$ cat src/rtl/mem_port_arbiter.sv
// mem_port_arbiter: shares one memory port between fetch (read-only) and load/store (read/write).
// Ports: clk, i_reset (sync, active-high); fetch side i_if_*/o_if_*; load/store side i_ls_*/o_ls_*;
//   memory side o_mem_*/i_mem_*; o_owner reports the current/last grant (0=IF, 1=LS).
// Latency: req -> o_mem_req 1 cycle, i_mem_done -> owner done 1 cycle; one transaction in flight.
// Config macro ARB_ROUND_ROBIN_EN: when defined, ties alternate between requesters and the
//   starvation counter is removed; when undefined, LS wins ties with a starvation guard for IF.
module mem_port_arbiter #(
  parameter int XLEN         = 32,
  parameter int STARVE_LIMIT = 4
) (
  input  logic              clk,
  input  logic              i_reset,
  input  logic              i_if_req,
  input  logic [XLEN-1:0]   i_if_addr,
  output logic [XLEN-1:0]   o_if_data,
  output logic              o_if_done,
  input  logic              i_ls_req,
  input  logic              i_ls_write,
  input  logic [XLEN-1:0]   i_ls_addr,
  input  logic [XLEN-1:0]   i_ls_wdata,
  input  logic [XLEN/8-1:0] i_ls_wstrb,
  output logic [XLEN-1:0]   o_ls_rdata,
  output logic              o_ls_done,
  output logic              o_mem_req,
  output logic              o_mem_write,
  output logic [XLEN-1:0]   o_mem_addr,
  output logic [XLEN-1:0]   o_mem_wdata,
  output logic [XLEN/8-1:0] o_mem_wstrb,
  input  logic [XLEN-1:0]   i_mem_rdata,
  input  logic              i_mem_done,
  output logic              o_owner
);

  typedef enum logic [1:0] {IDLE, BUSY, RESP} state_t;

  state_t state_q, state_d;

  logic              if_done_d, ls_done_d, mem_req_d, mem_write_d, owner_d;
  logic [XLEN-1:0]   if_data_d, ls_rdata_d, mem_addr_d, mem_wdata_d;
  logic [XLEN/8-1:0] mem_wstrb_d;
  logic              grant_ls;

`ifndef ARB_ROUND_ROBIN_EN
  localparam int SW = $clog2(STARVE_LIMIT + 1);
  localparam logic [SW-1:0] LIMIT = SW'(STARVE_LIMIT);
  logic [SW-1:0] starve_q, starve_d;
`endif

  // Winner selection, only meaningful while in IDLE with at least one request.
`ifdef ARB_ROUND_ROBIN_EN
  // On a tie, favour whichever side did not get the previous grant.
  assign grant_ls = i_ls_req && (!i_if_req || !o_owner);
`else
  // LS wins unless IF has waited through STARVE_LIMIT consecutive LS grants.
  assign grant_ls = i_ls_req && !(i_if_req && (starve_q == LIMIT));
`endif

  always_comb begin
    state_d     = state_q;
    if_done_d   = 1'b0;
    ls_done_d   = 1'b0;
    if_data_d   = o_if_data;
    ls_rdata_d  = o_ls_rdata;
    mem_req_d   = o_mem_req;
    mem_write_d = o_mem_write;
    mem_addr_d  = o_mem_addr;
    mem_wdata_d = o_mem_wdata;
    mem_wstrb_d = o_mem_wstrb;
    owner_d     = o_owner;
`ifndef ARB_ROUND_ROBIN_EN
    starve_d    = starve_q;
`endif
    case (state_q)
      IDLE: begin
        if (i_if_req || i_ls_req) begin
          mem_req_d = 1'b1;
          owner_d   = grant_ls;
          state_d   = BUSY;
          if (grant_ls) begin
            mem_write_d = i_ls_write;
            mem_addr_d  = i_ls_addr;
            mem_wdata_d = i_ls_wdata;
            mem_wstrb_d = i_ls_wstrb;
`ifndef ARB_ROUND_ROBIN_EN
            if (i_if_req && (starve_q != LIMIT)) starve_d = starve_q + 1'b1;
`endif
          end else begin
            // Fetch is read-only: no write, no byte enables, no store data.
            mem_write_d = 1'b0;
            mem_addr_d  = i_if_addr;
            mem_wdata_d = '0;
            mem_wstrb_d = '0;
`ifndef ARB_ROUND_ROBIN_EN
            starve_d    = '0;
`endif
          end
        end
      end
      BUSY: begin
        if (i_mem_done) begin
          mem_req_d = 1'b0;
          state_d   = RESP;
          if (o_owner) begin
            ls_rdata_d = i_mem_rdata;
            ls_done_d  = 1'b1;
          end else begin
            if_data_d  = i_mem_rdata;
            if_done_d  = 1'b1;
          end
        end
      end
      RESP: begin
        // Requester releases req on the edge leaving RESP, so IDLE sees fresh requests.
        state_d = IDLE;
      end
      default: state_d = IDLE;
    endcase
  end

  always_ff @(posedge clk) begin
    if (i_reset) begin
      state_q     <= IDLE;
      o_if_done   <= 1'b0;
      o_ls_done   <= 1'b0;
      o_if_data   <= '0;
      o_ls_rdata  <= '0;
      o_mem_req   <= 1'b0;
      o_mem_write <= 1'b0;
      o_mem_addr  <= '0;
      o_mem_wdata <= '0;
      o_mem_wstrb <= '0;
      o_owner     <= 1'b0;
`ifndef ARB_ROUND_ROBIN_EN
      starve_q    <= '0;
`endif
    end else begin
      state_q     <= state_d;
      o_if_done   <= if_done_d;
      o_ls_done   <= ls_done_d;
      o_if_data   <= if_data_d;
      o_ls_rdata  <= ls_rdata_d;
      o_mem_req   <= mem_req_d;
      o_mem_write <= mem_write_d;
      o_mem_addr  <= mem_addr_d;
      o_mem_wdata <= mem_wdata_d;
      o_mem_wstrb <= mem_wstrb_d;
      o_owner     <= owner_d;
`ifndef ARB_ROUND_ROBIN_EN
      starve_q    <= starve_d;
`endif
    end
  end

endmodule
$ cat config.mk
export PLATFORM = sky130hd
export DESIGN_NAME = mem_port_arbiter
export DESIGN_NICKNAME = d
export VERILOG_FILES = /design/src/rtl/mem_port_arbiter.sv
export SDC_FILE = /design/constraint.sdc
export NUM_CORES = 1
export LEC_CHECK = 0
export ABC_AREA = 1
export BUFFER_PORTS_ARGS = -buffer_cell sky130_fd_sc_hd__buf_2
export CAP_MARGIN = 40
export CORE_MARGIN = 2
export CORE_UTILIZATION = 50
export DETAILED_ROUTE_END_ITERATION = 8
export GPL_ROUTABILITY_DRIVEN = 0
export GPL_TIMING_DRIVEN = 0
export HOLD_SLACK_MARGIN = 0.05
export PLACE_DENSITY = 0.84
export SLEW_MARGIN = 25
export SYNTH_ARGS = -nofsm -noshare
export SYNTH_HDL_FRONTEND = slang
export SYNTH_SLANG_ARGS = --single-unit
$ cat constraint.sdc
create_clock -name clk -period 2.1 [get_ports clk]
set_clock_uncertainty 0.15 [all_clocks]
set_input_delay 0.21 -clock clk [delete_from_list [all_inputs] [get_ports clk]]
set_output_delay 0.21 -clock clk [all_outputs]
set_load 0.01 [all_outputs]
# Word level (Yosys, flattened, before mapping)
# Index checks and enable logic that the tools add are counted.
# word_totals
latchBits	0
ramBits	0
regBits	142
inputBits	138
wordCells	50
out_inout_bits	137
mem_bits_ro	0
mem_count	0
# op_classes
addsub	1
multipliers	0
magnitude_cmp	0
shift	0
n_div	0
bitwise	3
eq_ne	6
muxes	14
reduce_logical	14
# ops
operator	count
$mux W32	2
$reduce_and A3 Y1	4
$mux W3	2
$mux W1	5
$mux W2	2
$mux W4	1
$ne A2 B2 Y1 const B	2
$pmux W2 S2	1
$reduce_and A2 Y1	2
$add A3 B1 Y3 const B	1
$eq A3 B3 Y1 const B	1
$logic_and A1 B1 Y1	3
$ne A3 B3 Y1 const B	1
$not A1 Y1	3
$reduce_or A3 Y1	1
$eq A2 B1 Y1 const B	1
$logic_not A2 Y1	1
$ne A2 B1 Y1 const B	1
$pmux W1 S2	1
$reduce_bool A2 Y1	1
$logic_not A1 Y1	1
$logic_or A1 B1 Y1	1

# Longest topological paths before layout
# logic_depth
word_depth	6
depth_mapped	9
depth_no_buf	8

# Least setup slack after synthesis
# OpenSTA, ideal clock, no wires.
# synth_timing
path_type	register -> register
startpoint	reg starve_q[0]
endpoint	reg o_mem_addr[30]
path_slack_ns	0.657
required_time_ns	1.894
stages_incl_launch_ff	9
t_arrival_ns	1.237
setup_ns	0.056
cell_sequence	dfxtp_1 inv_1 ha_1 nand3_2 clkbuf_1 nand3_1 nand3_1 nand2_1 inv_1
# synth_between
elab_chain_len	5
# synth_lines
item	line	rtl
start, declared	46	logic [SW-1:0] starve_q, starve_d;
start signal, assigned	149	starve_q <= starve_d;
$eq A3 B3 Y1	55	assign grant_ls = i_ls_req && !(i_if_req && (starve_q == LIMIT));
$logic_and A1 B1 Y1	55	
$logic_not A1 Y1	55	
$logic_and A1 B1 Y1	55	
$mux W32	79	if (grant_ls) begin
end signal, assigned	144	o_mem_addr <= mem_addr_d;
end, declared	26	output logic [XLEN-1:0] o_mem_addr,
# Every way passes these cells.
# A chain may end at the register's enable or synchronous reset.

# Worst setup path in the final report
# layout_timing
startpoint	reg starve_q[0]
endpoint	reg o_mem_wstrb[2]
# layout_between
elab_chain_len	5
# layout_lines
item	line	rtl
$eq A3 B3 Y1	55	
$logic_and A1 B1 Y1	55	
$logic_not A1 Y1	55	
$logic_and A1 B1 Y1	55	
$mux W4	79	
end signal, assigned	146	o_mem_wstrb <= mem_wstrb_d;
end, declared	28	output logic [XLEN/8-1:0] o_mem_wstrb,
# Every way passes these cells.

==> flow_metrics.tcl <==
set metrics [dict create \
    ys_async_sr_fraction_pct 0 \
    drv_cap 0 \
    synthXorXnorAreaFrac_pct 0 \
    drtPass1Iterations 8 \
    dieHeight_um 110 \
    ios 275 \
    min_from "i_if_req" \
    io_buffers 273 \
    vias 7282 \
    post_cts_resized 0 \
    cts_max_level 4 \
    synthMuxAreaShare_pct 0 \
    crit_arrival_ps 2120 \
    syn2layout_area_growth_pct 61.5 \
    irDropWorstVdd_v 0.000532 \
    synth-adder-area-share_pct 0.442 \
    hold_viol 0 \
    yosys_warnings 0 \
    synth_compound_area_share_pct 12.6 \
    die_w_um 110 \
    design_area_um2 9150 \
    wl_mm 22.4 \
    cts_setup_buffers 0 \
    rr_startpoint "starve_q[0]" \
    ys_seq_elements 142 \
    synth_area_leaders "dfxtp_1, nor2_1, nand2_1, a21oi_1, nand3_1" \
    fin_tns_setup_ps 0 \
    cp-startpoint "starve_q[0]" \
    yosys.area.top_type "dfxtp_1" \
    fp-row-count 38 \
    first_iter_violations 751 \
    syn_inst 775 \
    rsz0062_at_grt "false" \
    synth_top_family_by_area "simple AND/OR/NAND/NOR gates" \
    worst-r2r-cell-count 6 \
    pre_cts_slack_ps 188 \
    setup_viol 0 \
    clkLatencyLatePin_ps 400 \
    yosys.area_share.simple_pct 27.1 \
    numCtsBuffers 17 \
    hpwlAfterDp_mm 12.6 \
    cts.clk_slew.worst_paths_ps 60 \
    grt_max_degree 17 \
    finish.utilization_pct 83.7 \
    antenna_found_initial 0 \
    max_slew_margin_pct 60.9 \
    slew_violations 0 \
    crit_path_end_kind "flip-flop" \
    dp_cells 1188 \
    synthFlopType "dfxtp_1" \
    place_area_um2 7210 \
    timing.final.ws_setup_ps 146 \
    insertedDiodeCount 0 \
    p_per_area_nw_per_um2 811 \
    vias_per_cell 5.38 \
    grt_pass1_vias 7356 \
    synth.most_common_cell "dfxtp_1" \
    route.detailed.drc 0 \
    p_leak_nw 4.66 \
    grt_pass1_wl_mm 36.2 \
    drive_gt1_share_pct 27.6 \
    num-fill-cells 628 \
    fin_nets 1340 \
    hold_slack_ps 138 \
    yosysSeqAreaShare_pct 50.2 \
    grt-ovfl-total 0 \
    start_kind "flip-flop" \
    instances_no_fill 1353 \
    cts_max_path_buffers 2 \
    crit_fanout 10 \
    max_freq_mhz 512 \
    period_share_pct 93.0 \
    grt_util_all_layers_pct 36.1 \
    path_class "reg2reg" \
    min_path_type "in2reg" \
    synth_fp_nets 915 \
    cts_num_sinks 142 \
    die_area_um2 12200 \
    synth_edf_count 0 \
    worst_slew_pin_slew_ps 587 \
    coreArea_um2 10900 \
    cts_root_buf "clkbuf_16" \
    min_period_ps 1950 \
    synth.distinct_cells 18 \
    final_antenna_net_count 0 \
    cts_tree "done" \
    syn_area_um2 5670 \
    start_util_pct 51.8 \
    p_total_mw 7.42 \
    avgSynthCellArea_um2 7.31 \
    wl_per_cell_um 16.6 \
    cp.required_ps 2260 \
    status "complete, no violations" \
    synth_top_area_share_pct 50.2 \
    hold_depth 4 \
    synth_common_cells "dfxtp_1, nor2_1, nand2_1" \
]
[placed cells by master, fill, tap and decap left out, types with 3 or more instances in the layout]
cell type	synthesis	final
a21oi_1	73	73
buf_1	8	8
buf_2	18	291
buf_4	7	7
clkbuf_1	26	26
clkbuf_16	0	17
clkinv_4	0	3
dfxtp_1	142	142
dlygate4sd3_1	0	133
inv_1	74	74
inv_8	0	5
nand2_1	116	116
nand3_1	66	66
nand4_1	37	37
nor2_1	135	135
o21ai_0	65	65
[worst max-delay path, cell delays in order, from the launching register on]
cell,delay [ps]
dfxtp_1,360
inv_1,70
ha_1,200
nand3_2,220
clkbuf_1,470
nand4_1,190
a21oi_1,210
[state kept, by name, summed over array words and instances, names as in the netlist]
name,count
o_if_data,32
o_ls_rdata,32
o_mem_addr,32
o_mem_wdata,32
o_mem_wstrb,4
starve_q,3
state_q,2
o_if_done,1
o_ls_done,1
o_mem_req,1
o_mem_write,1
o_owner,1
[timing repair]
item | in CTS | in global routing
hold buffers | 133 | 0
endpoints found under the hold margin | 136 | 0
endpoints found under the setup margin | 0 | 0
[per-layer routing]
| metal | up-vias | GRT usage, % | share of wire, % |
|---|---|---|---|
| li1 | 3353 | - | - |
| met1 | 3341 | 39.4 | 36 |
| met2 | 464 | 61.7 | 49 |
| met3 | 124 | 10.6 | 9.0 |
| met4 | 0 | 22.1 | 5.7 |
| met5 | - | 0 | 0 |
[path summary, 6_finish.rpt]
check	slack, ps	to
max	150	o_mem_wstrb[2]
min	140	starve_q[0]
max reg2reg	150	o_mem_wstrb[2]
min reg2reg	310	o_mem_req
[layout make-up]
cell class                      count  area (um^2)  share of cell area, %
Tap cell                          140          175                   1.91
Timing Repair Buffer              406         2700                   29.5
Multi-Input combinational cell    500         2280                   24.9
Sequential cell                   142         2840                   31.1
Inverter                           74          278                   3.03
Clock buffer                       18          439                   4.80
Buffer                             59          270                   2.95
Clock inverter                     14          173                   1.89
[where the power goes]
part / leakage, nW / total, mW / switching [mW] / internal [mW]
registers: 1.16 / 2.98 / 0.0986 / 2.88
clock network: 0.301 / 3.10 / 1.26 / 1.83
logic: 3.20 / 1.35 / 0.749 / 0.597
total: 4.66 / 7.42 / 2.11 / 5.31
[kinds of logic after synthesis]
logic type	count (synthesis)
flops	142
buf+inv	133
simple gates	358
compound gates	140
fa+ha+maj	2
Note: power is estimated with default switching activity, not from simulation.
